[config.mk]
export PLATFORM = sky130hd
export DESIGN_NAME = median_stream_ctrl_flat
export DESIGN_NICKNAME = d
export VERILOG_FILES = /design/src/rtl/median_stream_if.sv /design/src/rtl/median_stream_ctrl.sv /design/src/flat_wrapper.sv
export SDC_FILE = /design/constraint.sdc
export NUM_CORES = 1
export LEC_CHECK = 0
export ABC_AREA = 1
export BUFFER_PORTS_ARGS = -buffer_cell sky130_fd_sc_hd__buf_2
export CELL_PAD_IN_SITES_DETAIL_PLACEMENT = 0
export CELL_PAD_IN_SITES_GLOBAL_PLACEMENT = 1
export CORE_MARGIN = 2
export CORE_UTILIZATION = 25
export DETAILED_ROUTE_END_ITERATION = 16
export GPL_ROUTABILITY_DRIVEN = 1
export PLACE_DENSITY_LB_ADDON = 0.1
export SLEW_MARGIN = 20
export SYNTH_ARGS = -nofsm -noshare
export SYNTH_HDL_FRONTEND = slang
export SYNTH_SLANG_ARGS = --single-unit
[constraint.sdc]
create_clock -name clk -period 2.51 [get_ports clk]
set_clock_uncertainty 0.05 [all_clocks]
set_input_delay 0.6275 -clock clk [delete_from_list [all_inputs] [get_ports clk]]
set_output_delay 0.6275 -clock clk [all_outputs]
set_load 0.02 [all_outputs]
[src/rtl/median_stream_if.sv]
// median_stream_if: groups the upstream, filter and downstream handshake signals.
// Ports (via modports):
//   master (the controller): drives in_ready, flt_pixel, flt_rdy, out_pixel, out_valid, out_last
//   slave  (the environment): drives in_pixel, in_valid, flt_ready, flt_median, out_ready
interface median_stream_if #(parameter int DATA_WIDTH = 8);
  logic [DATA_WIDTH-1:0] in_pixel;
  logic                  in_valid;
  logic                  in_ready;
  logic [DATA_WIDTH-1:0] flt_pixel;
  logic                  flt_rdy;
  logic                  flt_ready;
  logic [DATA_WIDTH-1:0] flt_median;
  logic [DATA_WIDTH-1:0] out_pixel;
  logic                  out_valid;
  logic                  out_ready;
  logic                  out_last;
  modport master (
    input  in_pixel, in_valid, flt_ready, flt_median, out_ready,
    output in_ready, flt_pixel, flt_rdy, out_pixel, out_valid, out_last
  );
  modport slave (
    output in_pixel, in_valid, flt_ready, flt_median, out_ready,
    input  in_ready, flt_pixel, flt_rdy, out_pixel, out_valid, out_last
  );
endinterface

[src/rtl/median_stream_ctrl.sv]
// median_stream_ctrl: streams one IMG_W x IMG_H frame through a median filter, one pixel in flight.
// Ports:
//   clk, rst_n       clock, asynchronous active-low reset
//   start            begin a frame (honoured in IDLE or ERR only)
//   busy, done, err  activity, one-cycle completion pulse, timeout flag
//   col, row         position of the pixel in flight
//   s                stream/filter handshakes (median_stream_if.master)
module median_stream_ctrl #(
  parameter int DATA_WIDTH = 8,
  parameter int IMG_W      = 640,
  parameter int IMG_H      = 480,
  parameter int TIMEOUT    = 255
) (
  input  logic                     clk,
  input  logic                     rst_n,
  input  logic                     start,
  output logic                     busy,
  output logic                     done,
  output logic                     err,
  output logic [$clog2(IMG_W)-1:0] col,
  output logic [$clog2(IMG_H)-1:0] row,
  median_stream_if.master          s
);
  localparam int CW = $clog2(IMG_W);
  localparam int RW = $clog2(IMG_H);
  localparam int TW = $clog2(TIMEOUT + 1);
  typedef enum logic [2:0] {S_IDLE, S_FETCH, S_ISSUE, S_WAIT, S_EMIT, S_DONE, S_ERR} state_t;
  state_t state, nxt;
  logic [TW-1:0] tcnt;
  logic flt_ready_q;
  logic rise, at_end, col_end, go;
  // only a fresh rising edge of flt_ready completes a filter call
  assign rise    = s.flt_ready & ~flt_ready_q;
  assign col_end = col == CW'(IMG_W - 1);
  assign at_end  = col_end && row == RW'(IMG_H - 1);
  assign go      = start && (state == S_IDLE || state == S_ERR);
  assign s.in_ready  = state == S_FETCH;
  assign s.flt_rdy   = state == S_ISSUE;
  assign s.out_valid = state == S_EMIT;
  assign s.out_last  = state == S_EMIT && at_end;
  assign done = state == S_DONE;
  assign err  = state == S_ERR;
  assign busy = state inside {S_FETCH, S_ISSUE, S_WAIT, S_EMIT};
  always_ff @(posedge clk or negedge rst_n)
    if (!rst_n) state <= S_IDLE;
    else state <= nxt;
  always_comb begin
    nxt = state;
    case (state)
      S_IDLE, S_ERR: nxt = start ? S_FETCH : state;
      S_FETCH:       nxt = s.in_valid ? S_ISSUE : S_FETCH;
      S_ISSUE:       nxt = S_WAIT;
      // counter reaches TIMEOUT-1 on the TIMEOUT-th WAIT cycle
      S_WAIT:        nxt = rise ? S_EMIT : tcnt == TW'(TIMEOUT - 1) ? S_ERR : S_WAIT;
      S_EMIT:        nxt = !s.out_ready ? S_EMIT : at_end ? S_DONE : S_FETCH;
      S_DONE:        nxt = S_IDLE;
      default:       nxt = S_IDLE;
    endcase
  end
  always_ff @(posedge clk or negedge rst_n)
    if (!rst_n) begin
      flt_ready_q <= 1'b0;
      tcnt        <= '0;
      s.flt_pixel <= '0;
      s.out_pixel <= '0;
      col         <= '0;
      row         <= '0;
    end else begin
      flt_ready_q <= s.flt_ready;
      if (s.in_ready && s.in_valid) s.flt_pixel <= s.in_pixel;
      if (state == S_ISSUE) tcnt <= '0;
      else if (state == S_WAIT && !rise) tcnt <= tcnt + TW'(1);
      if (state == S_WAIT && rise) s.out_pixel <= s.flt_median;
      if (go || state == S_DONE) begin
        col <= '0;
        row <= '0;
      end else if (state == S_EMIT && s.out_ready && !at_end) begin
        col <= col_end ? '0 : col + CW'(1);
        row <= col_end ? row + RW'(1) : row;
      end
    end
endmodule

[src/flat_wrapper.sv]
// flat-port wrapper written by rule: the top's interface ports become plain ports
module median_stream_ctrl_flat 
#(
  parameter int DATA_WIDTH = 8,
  parameter int IMG_W      = 640,
  parameter int IMG_H      = 480,
  parameter int TIMEOUT    = 255
)
  (clk, rst_n, start, busy, done, err, col, row, s_in_pixel, s_in_valid, s_flt_ready, s_flt_median, s_out_ready, s_in_ready, s_flt_pixel, s_flt_rdy, s_out_pixel, s_out_valid, s_out_last);
  median_stream_if #(.DATA_WIDTH(DATA_WIDTH)) s_i ();
  input  logic clk;
  input  logic rst_n;
  input  logic start;
  output logic busy;
  output logic done;
  output logic err;
  output logic [$clog2(IMG_W)-1:0] col;
  output logic [$clog2(IMG_H)-1:0] row;
  input wire logic [$bits(s_i.in_pixel)-1:0] s_in_pixel;
  input wire logic [$bits(s_i.in_valid)-1:0] s_in_valid;
  input wire logic [$bits(s_i.flt_ready)-1:0] s_flt_ready;
  input wire logic [$bits(s_i.flt_median)-1:0] s_flt_median;
  input wire logic [$bits(s_i.out_ready)-1:0] s_out_ready;
  output wire logic [$bits(s_i.in_ready)-1:0] s_in_ready;
  output wire logic [$bits(s_i.flt_pixel)-1:0] s_flt_pixel;
  output wire logic [$bits(s_i.flt_rdy)-1:0] s_flt_rdy;
  output wire logic [$bits(s_i.out_pixel)-1:0] s_out_pixel;
  output wire logic [$bits(s_i.out_valid)-1:0] s_out_valid;
  output wire logic [$bits(s_i.out_last)-1:0] s_out_last;
  assign s_i.in_pixel = s_in_pixel;
  assign s_i.in_valid = s_in_valid;
  assign s_i.flt_ready = s_flt_ready;
  assign s_i.flt_median = s_flt_median;
  assign s_i.out_ready = s_out_ready;
  assign s_in_ready = s_i.in_ready;
  assign s_flt_pixel = s_i.flt_pixel;
  assign s_flt_rdy = s_i.flt_rdy;
  assign s_out_pixel = s_i.out_pixel;
  assign s_out_valid = s_i.out_valid;
  assign s_out_last = s_i.out_last;
  median_stream_ctrl #(.DATA_WIDTH(DATA_WIDTH), .IMG_W(IMG_W), .IMG_H(IMG_H), .TIMEOUT(TIMEOUT)) u_core (.clk(clk), .rst_n(rst_n), .start(start), .busy(busy), .done(done), .err(err), .col(col), .row(row), .s(s_i));
endmodule
==> results of run 1 <==
## state kept, by name (all words and copies together) (netlist names)
| signal | count |
|---|---|
| u_core.col | 10 |
| u_core.s.out_pixel | 8 |
| u_core.row | 9 |
| u_core.flt_ready_q | 1 |
| u_core.tcnt | 8 |
| u_core.state | 3 |
| u_core.s.flt_pixel | 8 |
## metrics by stage
stage	hold WS [ns]	setup WS, ns	cell area (µm²)	util	std cells
final	0.364	0.164	3340	0.311	535
after global routing	0.370	0.0380	3340	0.311	535
after CTS	0.366	0.0178	3320	0.309	535
after detailed placement	0.436	0.200	3220	0.300	527
after global placement	0.432	0.249	3220	0.300	527
after floorplan	0.282	0.0566	2740	-	324
## final cells by class
class | count | share of cell area
multi-input combinational | 237 | 0.422
sequential | 47 | 0.353
timing repair buffer | 66 | 0.102
tap | 140 | 0.0525
inverter | 37 | 0.0439
clock buffer | 5 | 0.0206
clock inverter | 3 | 0.00675
## power by group
group	internal (µW)	total (µW)	switching, µW
registers	934	1050	119
logic	444	1310	863
clock network	203	502	300
## layout by cell type, fill, tap and decap left out, drive strengths merged, types with 4 or more instances in the layout
cell and n:
ha 4, clkbuf 5, o21ai 10, inv 39, buf 66, xor2 7, a21oi 6, nand2 92
nor3 5, mux2 16, nand4 12, nand3 35, nor2 43, dfrtp 47
## timing repair
action,4_1_cts,5_1_grt
gates resized for setup,2,5
pin swaps,1,0
setup endpoints to repair,1,1
## path summary, 6_finish.rpt
path | endpoint | startpoint | slack, ns
worst max-delay path | s_out_last | u_core.row[0] | 0.16
worst min-delay path | u_core.tcnt[5] | rst_n | 0.36
worst max register to register | u_core.row[7] | u_core.col[0] | 0.63
worst min register to register | u_core.s.flt_pixel[4] | u_core.s.flt_pixel[4] | 0.46
max in group asynchronous | u_core.col[0] | rst_n | 1.57
min in group clk | u_core.flt_ready_q | s_flt_ready | 0.39
## cell families (layout without fill, tap and decap cells)
family / count (synthesis) / after routing / synth area share
mux: 16 / 16 / 0.0658
buf+inv: 40 / 111 / 0.0649
fa+ha+maj: 4 / 4 / 0.0183
simple gates: 191 / 191 / 0.354
xor+xnor: 7 / 7 / 0.0224
compound gates: 19 / 19 / 0.0452
flops: 47 / 47 / 0.429
## worst register-to-register path: cells and delay by family (launching register included)
kind | cells | cell delay, ns
adder cells (fa/ha/maj) | 1 | 0.20
flip-flops | 1 | 0.44
AND/OR/NAND/NOR | 9 | 1.09
## routing by layer
metal	vias to the layer above	global-route usage
met5	-	0
li1	1193	-
met1	1121	0.182
met4	0	0.0275
met2	48	0.206
met3	2	0.0233
==> flow_results.org, run 1 <==
** Floorplanning
- The floorplan step set the die height to 109 µm.
- Overall die width :: 109 µm
- Starting Density :: 0.255
- Number of placement rows :: 38
- During I/O placement, the number of pins put on the boundary was 64.
- The die covers 11,800 µm².
- Core Area :: 10,700 µm²

** Synthesis
- Netlist area before placement :: 2740 µm²
- Of the post-synthesis cell area, the dominant cell type holds 0.429.
- EDFF count, synth :: 0
- Count of state elements after synthesis :: 47
- Synthesis handed over a netlist of 324 instances.
- After synthesis, the cell types taking the most area are sky130_fd_sc_hd__dfrtp_1 (43%), sky130_fd_sc_hd__nand2_1 (11%), sky130_fd_sc_hd__mux2_2 (6.6%).
- Commonest cells in the synthesized netlist :: sky130_fd_sc_hd__nand2_1 (82), sky130_fd_sc_hd__dfrtp_1 (47), sky130_fd_sc_hd__nor2_1 (36), sky130_fd_sc_hd__nand3_1 (34), sky130_fd_sc_hd__inv_1 (31)
- The most used flip-flop cell after synthesis is sky130_fd_sc_hd__dfrtp_1.
- When the netlist entered floorplanning its net count stood at 350.
- Averaged over all synthesized cells, the footprint is 8.45 µm².
- Share of the yosys chip area belonging to registers :: 0.429
- During synthesis, Yosys emitted a total of 0 warnings.
- Of all flip-flops after synthesis, the portion carrying an async set or reset was 1.00.
- Counting distinct cell types in the post-synthesis netlist gives 33.
- Cell with the most instances after synthesis :: sky130_fd_sc_hd__nand2_1
- Biggest area consumer among synthesized cells :: sky130_fd_sc_hd__dfrtp_1

** Critical path
- Largest fanout on the critical path :: 4
- In this run the number of cells on the critical path is 6.
- At the worst endpoint, the required time is 1.83 ns.
- Slowest stage cell on the critical path :: sky130_fd_sc_hd__dfrtp_1
- Crit-path leading delay family :: simple AND/OR/NAND/NOR gates
- Number of cells on the worst reg-to-reg path :: 10
- Crit Path Class :: flip-flop to primary output
- Nature of the critical path startpoint :: flip-flop
- In this design, the stage delay of the slowest critical-path cell is 0.41 ns.
- The critical path goes through ha_2 -> nand3_1 -> nor2_2 -> nand2_2 -> nor4_4 -> buf_4.
- Together, buffers and inverters on the worst path number 1.
- Data arrival time at the worst-slack endpoint :: 1.67 ns
- Crit. End Element :: primary output

** STA
- The number of max-slew violations in the final report was 0.
- Setup violations remaining at the end of the flow were counted as 0.
- Headroom to the max-slew limit came out at 0.571.
- Adding up every negative setup slack in the final design gives 0 ns.
- RSZ-0062 raised after global routing :: no
- Transition time at the pin with the least slew margin :: 0.644 ns
- In the finished design, the share of the clock period the worst path needs comes to 0.935.
- Subtracting the final worst setup slack from the clock period gives 2.35 ns.
- Maximum clock frequency :: 0.426 GHz
- The final-report hold violation count is 0.

** Placement
- Summed over all nets, the half-perimeter wirelength after detailed placement is 5230 µm.
- IO Port Bufs :: 63
- Final weighted congestion in routability-driven placement :: 0.759

** Detailed routing
- For this block, wires on met1 add up to 3550 µm.
- Uppermost metal layer occupied by signal nets :: met4
- In the routed layout, each cell is associated on average with a via count of 4.42.
- Wire length per cell :: 13.2 µm
- Length of the first detailed-routing pass in iterations :: 4
- The routed layout has 2,364 vias.
- Wire segments on met3 add up to 267 µm in the final route.
- After detailed routing, the total wire length is 7080 µm.
- Met2 Wirelength :: 3220 µm
- The detail route stage leaves a number of antenna-violating nets equal to 0.
- In this run, the number of DRC markers left after iteration 0 of detailed routing was 67.
- DRC violation count after routing :: 0

** Global routing
- Grt ovf :: 0
- Initial antenna violation count :: 0
- Entering global routing, the biggest net connects 48 pins.
- The number of global-route vias before repair is 2,310.
- Across every metal layer, demand over resource in global routing totals 0.129.
- The first global-routing pass estimated 12,000 µm of wire.

** Cells and area
- Area growth syn-to-layout :: 21.9%
- At the end of the flow, the number of nets in the layout was 420.
- The filler cells instantiated in the layout total 1,241.
- Share of final-layout standard cells stronger than drive strength 1 :: 0.316
- Diodes inserted :: 0
- In the final layout, the multi-input gates occupy 1410 µm².
- FF/Latch Area :: 1180 µm²

** Clock tree
- Clock insertion delay at the later pin of the skew report :: 0.30 ns
- Number of buffers between clock root and the deepest sink :: 2
- The clock tree synthesis step divided the H-tree into 2 levels.
- Post-CTS Setup Repair Bufs :: 0
- In this run, post-CTS hold repair placed 0 buffers.
- CTS clock-pin slew for the worst setup and hold paths :: 0.10 ns
- The number of clock buffers added by TritonCTS is 5.
- Clock tree from TritonCTS :: yes
- Clock tree synthesis found a total of 47 sinks.
- Root Buffer :: sky130_fd_sc_hd__clkbuf_8

** Job
- Max-cap violations in this run came to 0.

** Power
- The worst-case IR drop observed on VDD is 0.330 mV.
- PwrDens :: 857 nW/µm²
- After layout, the design draws a total of 2860 µW.
- Summed over all cells, the static leakage comes to 0.00170 µW.

** Hold path
- Worst hold path type :: input pin to asynchronous set/reset pin

** Outcome
- The flow ran to the end, and the final reports show no timing, DRC or antenna violations.
Power figures use the tool's default switching activity.
==> run 2, diff against run 1 <==
--- a/config.mk
+++ b/config.mk
@@ -7,8 +7,10 @@
 export LEC_CHECK = 0
 export ABC_AREA = 1
 export BUFFER_PORTS_ARGS = -buffer_cell sky130_fd_sc_hd__buf_2
+export CAP_MARGIN = 20
 export CELL_PAD_IN_SITES_DETAIL_PLACEMENT = 0
 export CELL_PAD_IN_SITES_GLOBAL_PLACEMENT = 1
+export CORE_ASPECT_RATIO = 1.5
 export CORE_MARGIN = 2
 export CORE_UTILIZATION = 25
 export DETAILED_ROUTE_END_ITERATION = 16
==> constraint.sdc (replaced) <==
create_clock -name clk -period 2.35 [get_ports clk]
set_clock_uncertainty 0.05 [all_clocks]
set_input_delay 0.5875 -clock clk [delete_from_list [all_inputs] [get_ports clk]]
set_output_delay 0.5875 -clock clk [all_outputs]
set_load 0.02 [all_outputs]
==> run 2 against run 1 <==
Net effect: global-route usage is 0.48 points higher; register-to-register slack worse by 0.14 ns; worst hold slack worse by 0.14 ns; clock power is 48% higher; design area is 3.2% higher; wire length is 4.2% higher; power is 14% higher; sequential power is 10% higher; largest cell class unchanged.
==> flow_results.org, run 2 (synthesis results as in run 1) <==
** Clock tree
- Hold repair after CTS inserted 0 buffers.
- TritonCTS built the clock tree.
- Buffers inserted during clock tree synthesis total 5.
- TritonCTS Sinks :: 47
- No sink is reached through more buffers than the 2 on the longest clock path.
- The tree is rooted in a sky130_fd_sc_hd__clkbuf_16.
- CTS clock-pin slew for the worst setup and hold paths :: 0.07 ns
- For the worst-skew pair, the clock arrives at the later sink with an insertion delay of 0.29 ns.
- H-tree level count :: 2

** STA
- Max transition margin :: 0.626
- Setup repair after global routing left no endpoint under its margin.
- For the pin with the worst max-slew slack, the measured transition is 0.561 ns.
- Dividing the final minimum period by the clock period gives 0.948.
- Final Hold Fails :: 0
- Timing would allow up to 0.449 GHz.
- Total setup violations reported at the end of the flow :: 0
- The number of max-slew violations in the final report is 0.
- The worst path in the final design needs a cycle of 2.23 ns, including I/O delays and setup.
- The tightest hold path in the finished design has a slack of 0.228 ns.
- In the final timing run, aggregate negative setup slack is 0 ns.

** Detailed routing
- Via density per instance :: 4.39
- Remaining antenna violation count :: 0
- DRC violation count after routing :: 0
- Length of the first detailed-routing pass in iterations :: 4
- Wires add up to 7380 µm.
- For this block, the via count after detailed routing is 2,387.
- After the first detailed-routing iteration, the DRC count stood at 78.
- Wire length per cell :: 13.6 µm

** Global routing
- Across every metal layer, demand over resource in global routing totals 0.134.
- Initial antenna violation count :: 0
- Number of global-route vias before repair :: 2,455
- Entering global routing, the biggest net connects 28 pins.
- Grt ovf :: 0
- The first global-routing pass estimated 12,200 µm of wire.

** Floorplanning
- Overall die width :: 89.5 µm
- Starting Density :: 0.257
- The die covers 11,800 µm².
- Core Area :: 10,600 µm²
- Number of placement rows :: 46
- Io pins :: 64
- Measured along the y axis, the die boundary spans 132 µm.

** Cells and area
- Layout Cells excl Fill :: 544
- Share of final-layout standard cells stronger than drive strength 1 :: 0.325
- Counting flops per register, the top entry is u_core.col.
- In the layout the commonest cells are sky130_fd_sc_hd__nand2_1 (81), sky130_fd_sc_hd__buf_2 (62), sky130_fd_sc_hd__dfrtp_1 (46), sky130_fd_sc_hd__nor2_1 (35), sky130_fd_sc_hd__nand3_1 (34).
- In the final layout, the registers with the most flip-flops are u_core.col (10), u_core.row (9).
- The register with the most flip-flops in the layout has 10 of them.
- Final-layout fill cell count :: 1,169
- Post-layout nets :: 425
- The number of antenna diodes in the final layout is 0.
- Area growth syn-to-layout :: 25.8%
- Measured on the finished design, the core utilization comes to 0.324.
- The library cell used most frequently in the layout, excluding fill and tap cells, is sky130_fd_sc_hd__nand2_1.

** Power
- VDD sags by at most 0.572 mV.
- Leakage power :: 0.00174 µW
- Total power for the finished layout comes to 3250 µW.
- PwrDens :: 945 nW/µm²

** Job
- Max-cap viol count :: 0

** Critical path
- Crit. End Element :: primary output
- Required time of the critical path :: 1.71 ns
- Data arrival time at the worst-slack endpoint :: 1.59 ns
- Crit Path Class :: flip-flop to primary output
- Nature of the critical path startpoint :: flip-flop
- Largest fanout on the critical path :: 3

** Hold path
- The path class of the tightest hold or removal check is input pin to asynchronous set/reset pin.

** Placement
- IO Port Bufs :: 63
- Final weighted congestion in routability-driven placement :: 0.763
- In this run, placement finished with an instance count of 533.
- DP Wirelength :: 5760 µm

** Outcome
- Status :: complete, no violations
==> run 2: through the flow <==
step                worst slack [ns]  area (µm²)
global route                 0.00787        3440
CTS                           0.0178        3440
finish                         0.122        3440
detailed placement             0.219        3260
floorplan                      0.150        2750
global placement               0.236        3260
==> run 2: layout make-up <==
type | instances | area [µm²] | area share
inverter | 37 | 146 | 0.0425
clock inverter | 3 | 26.3 | 0.00763
multi-input combinational | 237 | 1400 | 0.406
clock buffer | 5 | 125 | 0.0363
tap | 144 | 180 | 0.0523
sequential | 47 | 1180 | 0.342
timing repair buffer | 71 | 390 | 0.113
==> run 2: worst max-delay path, stage by stage (launching register included) <==
cell	delay [ns]
sky130_fd_sc_hd__dfrtp_1	0.36
sky130_fd_sc_hd__ha_2	0.21
sky130_fd_sc_hd__nand3_1	0.14
sky130_fd_sc_hd__nor2_2	0.17
sky130_fd_sc_hd__nand2_2	0.11
sky130_fd_sc_hd__nor4_2	0.14
sky130_fd_sc_hd__buf_4	0.18
==> run 2: timing repair <==
item                       in CTS  in global routing
pin swaps                       0                  2
setup buffers                   2                  1
cloned                          0                  0
resized for setup               4                  1
setup endpoints to repair       1                  1
==> run 2: report_power, final <==
group | internal [µW] | total (µW) | leakage (µW) | switching, µW
Clock | 405 | 744 | 0.0000748 | 339
Combinational | 469 | 1350 | 0.00105 | 884
Sequential | 999 | 1160 | 0.000614 | 157
==> run 2: final timing paths <==
| kind | start | endpoint | slack [ns] | cells past startpoint |
|---|---|---|---|---|
| setup / recovery | u_core.row[0] | s_out_last | 0.12 | 6 |
| hold / removal | rst_n | u_core.col[8] | 0.23 | 1 |
| setup reg to reg | u_core.col[0] | u_core.row[6] | 0.49 | 10 |
| hold reg to reg | u_core.s.flt_pixel[7] | u_core.s.flt_pixel[7] | 0.45 | 1 |
| max in group asynchronous | rst_n | u_core.row[6] | 1.46 | 2 |
| min in group clk | s_flt_ready | u_core.flt_ready_q | 0.37 | 1 |
==> run 2: per-layer routing <==
metal	track usage	part of all wire	up-vias
li1	-	-	1209
met1	0.155	0.40	1117
met2	0.236	0.53	52
met3	0.0301	0.041	9
met4	0.0448	0.021	0
met5	0	0	-
==> run 3, diff against run 2 <==
--- a/config.mk
+++ b/config.mk
@@ -15,7 +15,7 @@
 export CORE_UTILIZATION = 25
 export DETAILED_ROUTE_END_ITERATION = 16
 export GPL_ROUTABILITY_DRIVEN = 1
-export PLACE_DENSITY_LB_ADDON = 0.1
+export PLACE_DENSITY = 0.61
 export SLEW_MARGIN = 20
 export SYNTH_ARGS = -nofsm -noshare
 export SYNTH_HDL_FRONTEND = slang
==> run 3 against run 2 <==
Net effect: clock power rose by 11%; highest routed layer unchanged; global-route usage is 0.62 points lower; non-clock buffer count stayed put; largest power group unchanged.
==> flow_results.org, run 3 (synthesis results as in run 1) <==
** Critical path
- The critical path starts at u_core.row[1].
- Data arrival time at the worst-slack endpoint :: 1.57 ns
- In this run the critical register-to-register path is captured at u_core.row[5].
- Crit. End Element :: primary output
- Data on the critical path is required at its endpoint by 1.71 ns.
- STA classifies the critical path startpoint as a flip-flop.
- Number of cells on the worst reg-to-reg path :: 10
- Of all nets on the critical path, the largest fanout is 3.
- By startpoint and endpoint, the worst setup path is classified as flip-flop to primary output.
- In this run the register-to-register setup slack is 0.45 ns.
- Launch point of the worst reg-to-reg path :: u_core.col[0]

** Job
- Max-cap viol count :: 0

** Detailed routing
- In this run the remaining antenna-violating nets after routing total 0.
- After detailed routing, the number of vias per cell comes to 4.42.
- Detailed-route via count :: 2,404
- After detailed routing, the number of remaining DRC violations is 0.
- Dividing the detail-routed wire length by the instance count gives 13.1 µm.
- For this run, the detailed router's first-pass iteration total came to 4.
- Post-detailed-routing wire length :: 7150 µm
- The first routing iteration left 84 violations.

** Clock tree
- CTS clock-pin slew for the worst setup and hold paths :: 0.07 ns
- Clock buffers created by TritonCTS :: 5
- The tree is rooted in a sky130_fd_sc_hd__clkbuf_16.
- No sink is reached through more buffers than the 2 on the longest clock path.
- Clock insertion delay at the later pin of the skew report :: 0.29 ns
- TritonCTS built the clock tree.
- TritonCTS Sinks :: 47
- The clock tree synthesis step divided the H-tree into 2 levels.

** Power
- The worst-case IR drop observed on VDD is 0.539 mV.
- The analysis attributes to cell leakage a power of 0.00176 µW.
- Power spread over the standard cell area amounts to 962 nW/µm².

** Floorplanning
- During I/O placement, the number of pins put on the boundary was 64.
- Number of placement rows :: 46
- Vertical die dimension :: 132 µm
- Core Area :: 10,600 µm²
- Overall die width :: 89.5 µm
- For this configuration, the core starts out at a cell density of 0.257.
- Die area :: 11,800 µm²

** Cells and area
- Leading cell types in the layout, fill and taps excluded :: sky130_fd_sc_hd__nand2_1 (81), sky130_fd_sc_hd__buf_2 (62), sky130_fd_sc_hd__dfrtp_1 (45), sky130_fd_sc_hd__nor2_1 (35), sky130_fd_sc_hd__nand3_1 (32)
- End-of-flow core utilization :: 0.327
- Area growth syn-to-layout :: 27.0%
- Max FFs per register :: 10
- In the final layout, the share of cells above drive strength 1 is 0.333.
- Diodes inserted :: 0
- Commonest non-fill, non-tap cell in the layout :: sky130_fd_sc_hd__nand2_1
- Regs by FF count :: u_core.col (10), u_core.row (9)
- Biggest register :: u_core.col
- The layout has 1,157 filler cells.
- Post-layout nets :: 425
- Layout Cells excl Fill :: 544

** STA
- Max Transition Viols Final :: 0
- WHS :: 0.216 ns
- At the pin with the least slew margin, the transition time is 0.523 ns.
- Max transition margin :: 0.652
- The final-report hold violation count came to 0.
- The smallest clock period supported by the final layout is computed as 2.21 ns.
- Final worst path period share :: 0.941
- Setup TNS :: 0 ns
- Setup repair after global routing left no endpoint under its margin.
- Total setup violations reported at the end of the flow :: 0
- Maximum clock frequency :: 0.452 GHz

** Global routing
- Grt ovf :: 0
- Across every metal layer, demand over resource in global routing totals 0.128.
- The number of global-route vias before repair was 2,486.
- Entering global routing, the biggest net connects 24 pins.
- Initial antenna violation count :: 0
- The first global-routing pass estimated 11,900 µm of wire.

** Hold path
- In this run the worst hold path is classified as input pin to asynchronous set/reset pin.

** Placement
- In this run, placement finished with an instance count of 532.
- At the end of routability-driven placement, the weighted congestion stood at 0.816.
- IO Port Bufs :: 63
- Detailed placement finished with a half-perimeter wire length of 5550 µm.

** Outcome
- Status :: complete, no violations
run 3: cell types whose count changed in the layout (fill, tap and decap cells not counted), sizes merged:
cell and change:
clkinv +1, inv -2, bufinv +1
run 3: how the worst max path moves through the flow:
stage | cells past startpoint | to | slack, ns
floorplan | 5 | s_out_last | 0.15
global placement | 6 | s_out_last | 0.23
detailed placement | 6 | s_out_last | 0.24
CTS | 6 | s_out_last | 0.04
global route | 6 | s_out_last | 0.03
finish | 6 | s_out_last | 0.14
run 3: stage by stage:
step | cell area, µm² | total power [µW] | worst slack, ns
floorplan | 2750 | 2140 | 0.150
global placement | 3240 | 2540 | 0.234
detailed placement | 3240 | 2550 | 0.241
CTS | 3430 | 3400 | 0.0365
global route | 3480 | 3550 | 0.0308
finish | 3480 | 3350 | 0.138
run 3: what timing repair did:
action | CTS | global route
setup buffers | 2 | 2
gates resized for setup | 4 | 6
pin swaps | 0 | 2
endpoints found under the setup margin | 1 | 1
hold buffers | 0 | 0
run 3: per-layer routing:
layer  up-vias  share of wire  global-route usage
met4         0          0.016              0.0390
met3         8          0.039              0.0263
met2        49           0.56               0.237
met5         -              0                   0
met1      1140           0.39               0.140
li1       1207              -                   -
run 3: area by class of cell:
cell class / instances / area (µm²) / area share
timing repair buffer: 71 / 378 / 0.109
clock inverter: 3 / 43.8 / 0.0126
sequential: 47 / 1180 / 0.339
multi-input combinational: 237 / 1430 / 0.410
inverter: 37 / 146 / 0.0421
clock buffer: 5 / 125 / 0.0360
tap: 144 / 180 / 0.0518
run 3: power by group:
group          switching [µW]  leakage (µW)  total, µW  internal [µW]
clock                     325     0.0000838        827            502
combinational             915       0.00106       1390            476
sequential                129      0.000613       1130           1000
total                    1370       0.00176       3350           1980
run 3: worst max-delay path: stages, from the launching register on:
cell                      delay, ns
sky130_fd_sc_hd__dfrtp_1       0.39
sky130_fd_sc_hd__ha_4          0.17
sky130_fd_sc_hd__nand3_2       0.10
sky130_fd_sc_hd__nor2_2        0.15
sky130_fd_sc_hd__nand2_2       0.09
sky130_fd_sc_hd__nor4_4        0.21
sky130_fd_sc_hd__buf_4         0.18
